[src/rtl/rv32_mem_pkg.sv]
// Shared encodings for the unified memory port: access lengths, arbiter
// states and byte-enable patterns.
package rv32_mem_pkg;

  localparam logic [1:0] LEN_B = 2'b00;
  localparam logic [1:0] LEN_H = 2'b01;
  localparam logic [1:0] LEN_W = 2'b10;

  typedef enum logic [1:0] {
    ST_IDLE    = 2'd0,
    ST_BUSY_IF = 2'd1,
    ST_BUSY_ME = 2'd2,
    ST_RESP    = 2'd3
  } arb_state_e;

  localparam logic [3:0] BE_NONE = 4'b0000;
  localparam logic [3:0] BE_BYTE = 4'b0001;
  localparam logic [3:0] BE_HALF = 4'b0011;
  localparam logic [3:0] BE_ALL  = 4'b1111;

endpackage

[src/rtl/mem_lane_align.sv]
// Combinational lane steering: byte enables and replicated store data,
// load byte/half selection with extension, and alignment check.
module mem_lane_align
  import rv32_mem_pkg::*;
(
  input  logic [1:0]  len_i,
  input  logic [1:0]  addr_i,
  input  logic        uns_i,
  input  logic [31:0] wdata_i,
  input  logic [31:0] rdata_i,
  output logic [3:0]  be_o,
  output logic [31:0] wdata_rep_o,
  output logic [31:0] rdata_ext_o,
  output logic        misalign_o
);

  logic [7:0]  byte_sel;
  logic [15:0] half_sel;

  always_comb begin
    byte_sel = rdata_i[7:0];
    case (addr_i)
      2'd1:    byte_sel = rdata_i[15:8];
      2'd2:    byte_sel = rdata_i[23:16];
      2'd3:    byte_sel = rdata_i[31:24];
      default: byte_sel = rdata_i[7:0];
    endcase
  end

  assign half_sel = addr_i[1] ? rdata_i[31:16] : rdata_i[15:0];

  always_comb begin
    be_o        = BE_ALL;
    wdata_rep_o = wdata_i;
    rdata_ext_o = rdata_i;
    misalign_o  = 1'b0;
    case (len_i)
      LEN_B: begin
        be_o        = BE_BYTE << addr_i;
        wdata_rep_o = {4{wdata_i[7:0]}};
        rdata_ext_o = {{24{~uns_i & byte_sel[7]}}, byte_sel};
      end
      LEN_H: begin
        be_o        = BE_HALF << {addr_i[1], 1'b0};
        wdata_rep_o = {2{wdata_i[15:0]}};
        rdata_ext_o = {{16{~uns_i & half_sel[15]}}, half_sel};
        misalign_o  = addr_i[0];
      end
      // 2'b11 behaves exactly like a word access
      default: misalign_o = |addr_i;
    endcase
  end

endmodule

[src/rtl/mem_port_arbiter.sv]
// Arbitrates the single memory port between instruction fetch and the
// EX/ME data access (data first), one request/ack transaction at a time.
module mem_port_arbiter
  import rv32_mem_pkg::*;
#(
  parameter int ADDR_W = 32
) (
  input  logic              clk,
  input  logic              rst,
  input  logic              if_req,
  input  logic [ADDR_W-1:0] if_addr,
  output logic [31:0]       if_rdata,
  output logic              if_ready,
  input  logic              me_r,
  input  logic              me_w,
  input  logic [ADDR_W-1:0] me_addr,
  input  logic [31:0]       me_wdata,
  input  logic [1:0]        me_len,
  input  logic              me_uns,
  output logic [31:0]       me_rdata,
  output logic              me_ready,
  output logic              me_misalign,
  output logic              mem_req,
  output logic              mem_we,
  output logic [ADDR_W-1:0] mem_addr,
  output logic [31:0]       mem_wdata,
  output logic [3:0]        mem_be,
  input  logic [31:0]       mem_rdata,
  input  logic              mem_ack,
  output logic              stall
);

  arb_state_e        state_q, state_d;
  logic [ADDR_W-1:0] addr_q, addr_d;
  logic [1:0]        len_q, len_d;
  logic              uns_q, uns_d;
  logic [31:0]       wdata_q, wdata_d;
  logic              we_q, we_d;
  logic              owner_me_q, owner_me_d;
  logic              misalign_q, misalign_d;
  logic [31:0]       resp_q, resp_d;

  logic        me_any;
  logic        idle;
  logic        busy;
  logic [1:0]  lane_len;
  logic [1:0]  lane_addr;
  logic [3:0]  lane_be;
  logic [31:0] lane_wdata_rep;
  logic [31:0] lane_rdata_ext;
  logic        lane_misalign;

  assign me_any = me_r | me_w;
  assign idle   = (state_q == ST_IDLE);
  assign busy   = (state_q == ST_BUSY_IF) || (state_q == ST_BUSY_ME);

  // In IDLE the aligner checks the live ME request so a misaligned access
  // can answer one cycle later; while busy it works from the latched copy.
  assign lane_len  = idle ? me_len : len_q;
  assign lane_addr = idle ? me_addr[1:0] : addr_q[1:0];

  mem_lane_align u_lane (
    .len_i       (lane_len),
    .addr_i      (lane_addr),
    .uns_i       (uns_q),
    .wdata_i     (wdata_q),
    .rdata_i     (mem_rdata),
    .be_o        (lane_be),
    .wdata_rep_o (lane_wdata_rep),
    .rdata_ext_o (lane_rdata_ext),
    .misalign_o  (lane_misalign)
  );

  always_comb begin
    state_d    = state_q;
    addr_d     = addr_q;
    len_d      = len_q;
    uns_d      = uns_q;
    wdata_d    = wdata_q;
    we_d       = we_q;
    owner_me_d = owner_me_q;
    misalign_d = misalign_q;
    resp_d     = resp_q;
    case (state_q)
      ST_IDLE: begin
        misalign_d = 1'b0;
        if (me_any) begin
          addr_d     = me_addr;
          len_d      = me_len;
          uns_d      = me_uns;
          wdata_d    = me_wdata;
          we_d       = me_w;
          owner_me_d = 1'b1;
          if (lane_misalign) begin
            misalign_d = 1'b1;
            resp_d     = '0;
            state_d    = ST_RESP;
          end else begin
            state_d = ST_BUSY_ME;
          end
        end else if (if_req) begin
          addr_d     = if_addr;
          len_d      = LEN_W;
          uns_d      = 1'b0;
          wdata_d    = '0;
          we_d       = 1'b0;
          owner_me_d = 1'b0;
          state_d    = ST_BUSY_IF;
        end
      end
      ST_BUSY_IF, ST_BUSY_ME: begin
        if (mem_ack) begin
          resp_d  = lane_rdata_ext;
          state_d = ST_RESP;
        end
      end
      ST_RESP: state_d = ST_IDLE;
      default: state_d = ST_IDLE;
    endcase
  end

  always_ff @(posedge clk) begin
    if (rst) begin
      state_q    <= ST_IDLE;
      addr_q     <= '0;
      len_q      <= LEN_B;
      uns_q      <= 1'b0;
      wdata_q    <= '0;
      we_q       <= 1'b0;
      owner_me_q <= 1'b0;
      misalign_q <= 1'b0;
      resp_q     <= '0;
    end else begin
      state_q    <= state_d;
      addr_q     <= addr_d;
      len_q      <= len_d;
      uns_q      <= uns_d;
      wdata_q    <= wdata_d;
      we_q       <= we_d;
      owner_me_q <= owner_me_d;
      misalign_q <= misalign_d;
      resp_q     <= resp_d;
    end
  end

  assign mem_req     = busy;
  assign mem_we      = busy & we_q;
  assign mem_addr    = {addr_q[ADDR_W-1:2], 2'b00};
  assign mem_be      = busy ? (we_q ? lane_be : BE_ALL) : BE_NONE;
  assign mem_wdata   = (busy & we_q) ? lane_wdata_rep : '0;

  assign if_ready    = (state_q == ST_RESP) & ~owner_me_q;
  assign me_ready    = (state_q == ST_RESP) & owner_me_q;
  assign me_misalign = me_ready & misalign_q;
  assign if_rdata    = resp_q;
  assign me_rdata    = resp_q;

  assign stall = (if_req & ~if_ready) | (me_any & ~me_ready);

endmodule
[config.mk]
export PLATFORM = sky130hd
export DESIGN_NAME = mem_port_arbiter
export DESIGN_NICKNAME = d
export VERILOG_FILES = /design/src/rtl/rv32_mem_pkg.sv /design/src/rtl/mem_lane_align.sv /design/src/rtl/mem_port_arbiter.sv
export SDC_FILE = /design/constraint.sdc
export NUM_CORES = 1
export LEC_CHECK = 0
export CAP_MARGIN = 40
export CORE_MARGIN = 2
export CORE_UTILIZATION = 38
export CTS_BUF_LIST = sky130_fd_sc_hd__clkbuf_8
export DETAILED_ROUTE_END_ITERATION = 7
export GPL_TIMING_DRIVEN = 0
export PLACE_DENSITY_LB_ADDON = 0.3
export SLEW_MARGIN = 0
export SYNTH_ARGS = -nofsm -noshare
export SYNTH_HDL_FRONTEND = slang
export SYNTH_SLANG_ARGS = --single-unit
[constraint.sdc]
create_clock -name clk -period 1.9 [get_ports clk]
set_input_delay 0.19 -clock clk [delete_from_list [all_inputs] [get_ports clk]]
set_output_delay 0.19 -clock clk [all_outputs]
set_load 0.01 [all_outputs]
### Yosys cells after proc, flatten, opt, wreduce, memory -nomap -nowiden

Index checks and enable logic that the tools add are counted.

| word-level totals | value |
|---|---|
| flip-flop bits (word level) | 104 |
| bits of input ports | 137 |
| output and inout bits | 138 |
| logic and storage cells | 78 |

| cells by class | value |
|---|---|
| equality and inequality tests | 11 |
| shifts and indexed selects | 2 |
| multiplexer cells | 32 |
| bitwise logic cells | 14 |
| reduce and logical (&&, ||, !) cells | 10 |

Operator list:

| cell | number |
|---|---|
| 32-bit two-way mux | 8 |
| 32-bit case mux with 2 select lines | 3 |
| 8-bit case mux with 3 select lines | 1 |
| 16-bit two-way mux | 1 |
| 2-bit two-way mux | 7 |
| 1-bit AND | 8 |
| 2-bit equality test, second input constant | 4 |
| 4-bit two-way mux | 2 |
| 4-bit case mux with 2 select lines | 1 |
| 1-bit two-way mux | 7 |
| 2-bit by 1-bit equality test with 1-bit output, second input constant | 3 |
| 2-bit case mux with 3 select lines | 1 |
| 2-bit logical NOT | 2 |
| 2-bit != test, second input constant | 2 |
| 1-bit inverter | 4 |
| 2-bit AND reduction | 2 |
| 4-bit AND reduction | 1 |
| 2-bit nonzero test | 2 |
| 2-bit OR reduction | 2 |
| 1-bit by 2-bit << shifter with 4-bit output, first input constant | 1 |
| 2-bit by 2-bit << shifter with 4-bit output, first input constant | 1 |
| 3-bit != test, second input constant | 1 |
| 2-bit by 1-bit != test with 1-bit output, second input constant | 1 |
| 1-bit bitwise OR | 2 |
| 2 further kinds | 2 |

### Depth between registers and ports, before layout

| logic depth | value |
|---|---|
| word-level depth | 8 |
| depth in mapped cells | 10 |
| mapped depth without buffers | 7 |

### Hierarchy

A second synthesis with hierarchy kept.

| second synthesis, totals | value |
|---|---|
| cell total of the unflattened synthesis | 810 |
| area total of the unflattened synthesis | 6787.8 µm² |

By module, submodules not included:

| module | instances | cells an instance | area an instance (µm²) | seq. area each (µm²) |
|---|---|---|---|---|
| mem_port_arbiter | 1 | 613 | 5487.8 | 2082.0 |
| mem_lane_align | 1 | 197 | 1300.0 | 0.0 |

### Worst setup path before layout

No wires, ideal clock.

| timing path | value |
|---|---|
| path type | reg-to-output |
| start | register state_q[0] |
| end | output mem_be[2] |
| arrival time | 1.974 ns |
| data required time | 1.710 ns |
| setup slack | -0.264 ns |
| stages on the path, launching flop included | 9 |
| path buffers | 3 |
| cells stage by stage | dfxtp_1 -> inv_1 -> ha_1 -> buf_6 -> buf_2 -> buf_2 -> mux2i_1 -> o22ai_1 -> a21boi_0 |

| between the ends | value |
|---|---|
| word-level cells in the longest chain between the ends | 6 |
| elaborated cells between the ends (all ways) | 13 |
| classes of those cells | 3 x eq/ne; 2 x shift; 5 x mux; 3 x reduce/logical |

RTL lines:

| element | line | source |
|---|---|---|
| start, declared | mem_port_arbiter.sv:33 | `arb_state_e state_q, state_d;` |
| start signal, assigned | mem_port_arbiter.sv:134 | `state_q <= state_d;` |
| 2-bit logical NOT | mem_port_arbiter.sv:54 | `assign idle = (state_q == ST_IDLE);` |
| 2-bit two-way mux, on equally long branches | mem_port_arbiter.sv:60, mem_port_arbiter.sv:59 |  |
| 2-bit by 2-bit << shifter with 4-bit output (tied with other cells) | mem_lane_align.sv:44 | `be_o = BE_HALF << {addr_i[1], 1'b0};` |
| 4-bit case mux with 2 select lines | mem_lane_align.sv:37 | `case (len_i)` |
| 4-bit two-way mux | mem_port_arbiter.sv:149 | `assign mem_be = busy ? (we_q ? lane_be : BE_ALL) : BE_NONE;` |
| 4-bit two-way mux (*) | mem_port_arbiter.sv:149 |  |
| end, declared | mem_port_arbiter.sv:27 | `output logic [3:0] mem_be,` |

Mark *: on every way between the ends. The rest lies on a longest branch, timed or not.

### Worst setup path after layout

| timing path | value |
|---|---|
| start | register state_q[1] |
| end | output mem_be[0] |

Same word-level chain as after synthesis.

==> metrics.yaml <==
outcome: "finished with violations"
violations: "setup timing"
ys_seq_elements: 104
crit_path_max_fanout: 7
skew_ps: 12.85
cp-start-kind: "register"
p_switching_mw: 6.078
rsz0062_at_grt: "yes"
power_density_nw_per_um2: 1425
maxCapViolCount: 0
h-tree-depth: 3
setup_ws_ps: -470.8
reg2reg_slack_ps: -420
cts_root_buffer: "clkbuf_8"
grt_pass1_wl_um: 32800
clk_latency_ps: 390
gp_congestion: 0.8670
fin_total_pwr_mw: 15.01
crit_required_ps: 1710
dp_cells: 1155
synthCells: 700
track_usage_pct: 26.10
die_area_um2: 15530
die-width_um: 124.6
drive_gt1_share_pct: 36.21
yosysTopAreaCellShare_pct: 37.66
mostFrequentLayoutCells: "clkdlybuf4s50_1, nand2_1, dfxtp_1"
peakVddDrop_mv: 0.6190
pwr-share-seq_pct: 22.6
comb_power_share_pct: 67.5
synth_flop_cell: "dfxtp_1"
place_hpwl_um: 14900
wl_um: 23350
final_util_pct: 73.34
power.leakage_nw: 4.414
die_h_um: 124.6
criticalPathCategory: "reg2out"
postLayoutCellArea_um2: 10540
tightest_slew_ps: 666.6
setup_viol: 130
final.min_clock_period_ps: 2371
ys_seq_area_share_pct: 37.66
tns_ps: -39070
core_area_um2: 14370
clock_sinks: 104
yosys.area.top_type: "dfxtp_1"
fill_cells: 1061
grt_max_degree: 19
synth_warnings: 0
antenna_found_initial: 1
syn_area_um2: 5529
instances_no_fill: 1251
timing.slew.headroom_pct: 55.56
postSynthAreaPerCell_um2: 7.899
pre_cts_ws_ps: -810.5
fmax_mhz: 421.8
drv_slew: 0
start_util_pct: 38.48
clock_power_share_pct: 9.9
cts_tree: "done"
num_vias: 6845
drc: 0
cts_buffers: 9
arrival_ps: 2180
cp-end-kind: "primary output"
yosys-top-cells-area: "dfxtp_1, buf_4, nand2_1, nor2_1, a22oi_1"
ant_nets: 0
placedInstanceArea_um2: 8531
ys_types: 51
cts.path.max_buffers: 2
firstDrtPassIters: 5
period_share_pct: 124.8
routed_via_density: 5.472
nets: 1201
finalHoldViolCount: 0
synth_edf_count: 0
hold_buffers: 0
port_buffers: 270
wl_per_cell_um: 18.67
grt_pass1_vias: 6189
grt_remaining_overflow: 0
p_int_mw: 8.937
hold_class: "in2reg"
clk_pin_slew_ps: 110
area_delta_synth_final_pct: 90.59
num_rows: 44
drt_iter0_markers: 502
async_flop_share_pct: 0
mostFrequentLayoutCell: "clkdlybuf4s50_1"
holdWs_ps: 191.4
switching_share_pct: 40.48
boundaryPins: 275
## synth_stat cells, types with 2 or more instances
cell type / n
buf_4: 67
buf_2: 16
o21ai_0: 14
o221ai_1: 7
nor3_1: 4
a211o_1: 3
a221oi_2: 2
nand3_1: 2
nand2_1: 124
mux2i_1: 5
dfxtp_1: 104
nand2b_1: 2
inv_1: 9
o22ai_1: 10
a311oi_1: 32
a21o_1: 3
mux2_2: 2
and3_1: 11
a221oi_1: 9
nor2_1: 108
a211oi_1: 3
a31oi_1: 7
a21boi_0: 4
a21oi_1: 23
buf_1: 4
a221o_1: 22
or2_2: 2
buf_6: 2
ha_1: 3
nor3b_1: 3
nor2b_1: 2
clkbuf_1: 30
o31ai_1: 2
a22oi_1: 42
## layout make-up
cell class                 instances  area [um2]  share of cell area, %
antenna                            1       2.502                0.02375
buffer                           116       939.7                  8.917
clock buffer                       9       123.9                  1.175
clock inverter                     7       80.08                 0.7599
inverter                          10       51.30                 0.4868
multi-input combinational        469        3565                  33.83
sequential                       104        2086                  19.79
tap                              184       230.2                  2.185
timing repair buffer             351        3460                  32.83
## critical path, stage by stage (launching register included)
cell and delay [ps]:
dfxtp_2 380, inv_4 50, ha_4 170, buf_8 140
nor3b_4 160, buf_6 140, or2_4 270, a21o_1 190
a21boi_1 130, buf_2 160
## power groups by stage
stage	sequential (mW)	clock, mW	combinational, mW
6_report	3.39	1.49	10.1
5_1_grt	3.46	1.60	10.6
4_1_cts	3.30	1.51	8.21
3_5_place_dp	3.30	0	6.26
3_3_place_gp	3.29	0	6.20
2_1_floorplan	3.24	0	3.71
## final timing paths
kind	end	cells after the start	from
worst max-delay path	mem_be[0]	9	state_q[1]$_SDFFE_PP0P_
worst min-delay path	addr_q[0]$_SDFFE_PP0P_	3	me_addr[0]
worst max register to register	if_rdata[22]$_SDFFE_PP0P_	11	state_q[1]$_SDFFE_PP0P_
worst min register to register	if_rdata[7]$_SDFFE_PP0P_	2	if_rdata[7]$_SDFFE_PP0P_
## logic make-up (layout without fill, tap and decap cells)
logic type	count (synthesis)	after routing	synth area share [%]
other cells	1	3	0.06782
compound gates	192	192	26.79
simple gates	263	264	19.28
flops	104	104	37.66
buf+inv	129	493	13.94
fa+ha+maj	3	3	0.6790
mux	8	8	1.584
## layer usage
layer  global-route usage [%]  wire, um  up-vias
li1                         -         -     3176
met2                    44.10     11580      348
met1                    33.13      9422     3277
met4                    9.914       598        0
met3                    4.768      1751       44
met5                        0         0        -
## registers in the layout (all words and copies together), names as in the netlist
name,flops
misalign_q,1
we_q,1
len_q,2
wdata_q,32
owner_me_q,1
if_rdata,32
uns_q,1
addr_q,32
state_q,2
## timing repair
item / in CTS / in global routing
gates resized for setup: 269 / 177
pin swaps: 50 / 72
buffers inserted: 45 / 32
gates cloned: 6 / 5
endpoints found under the setup margin: 135 / 138
(Power assumes the default switching activity.)
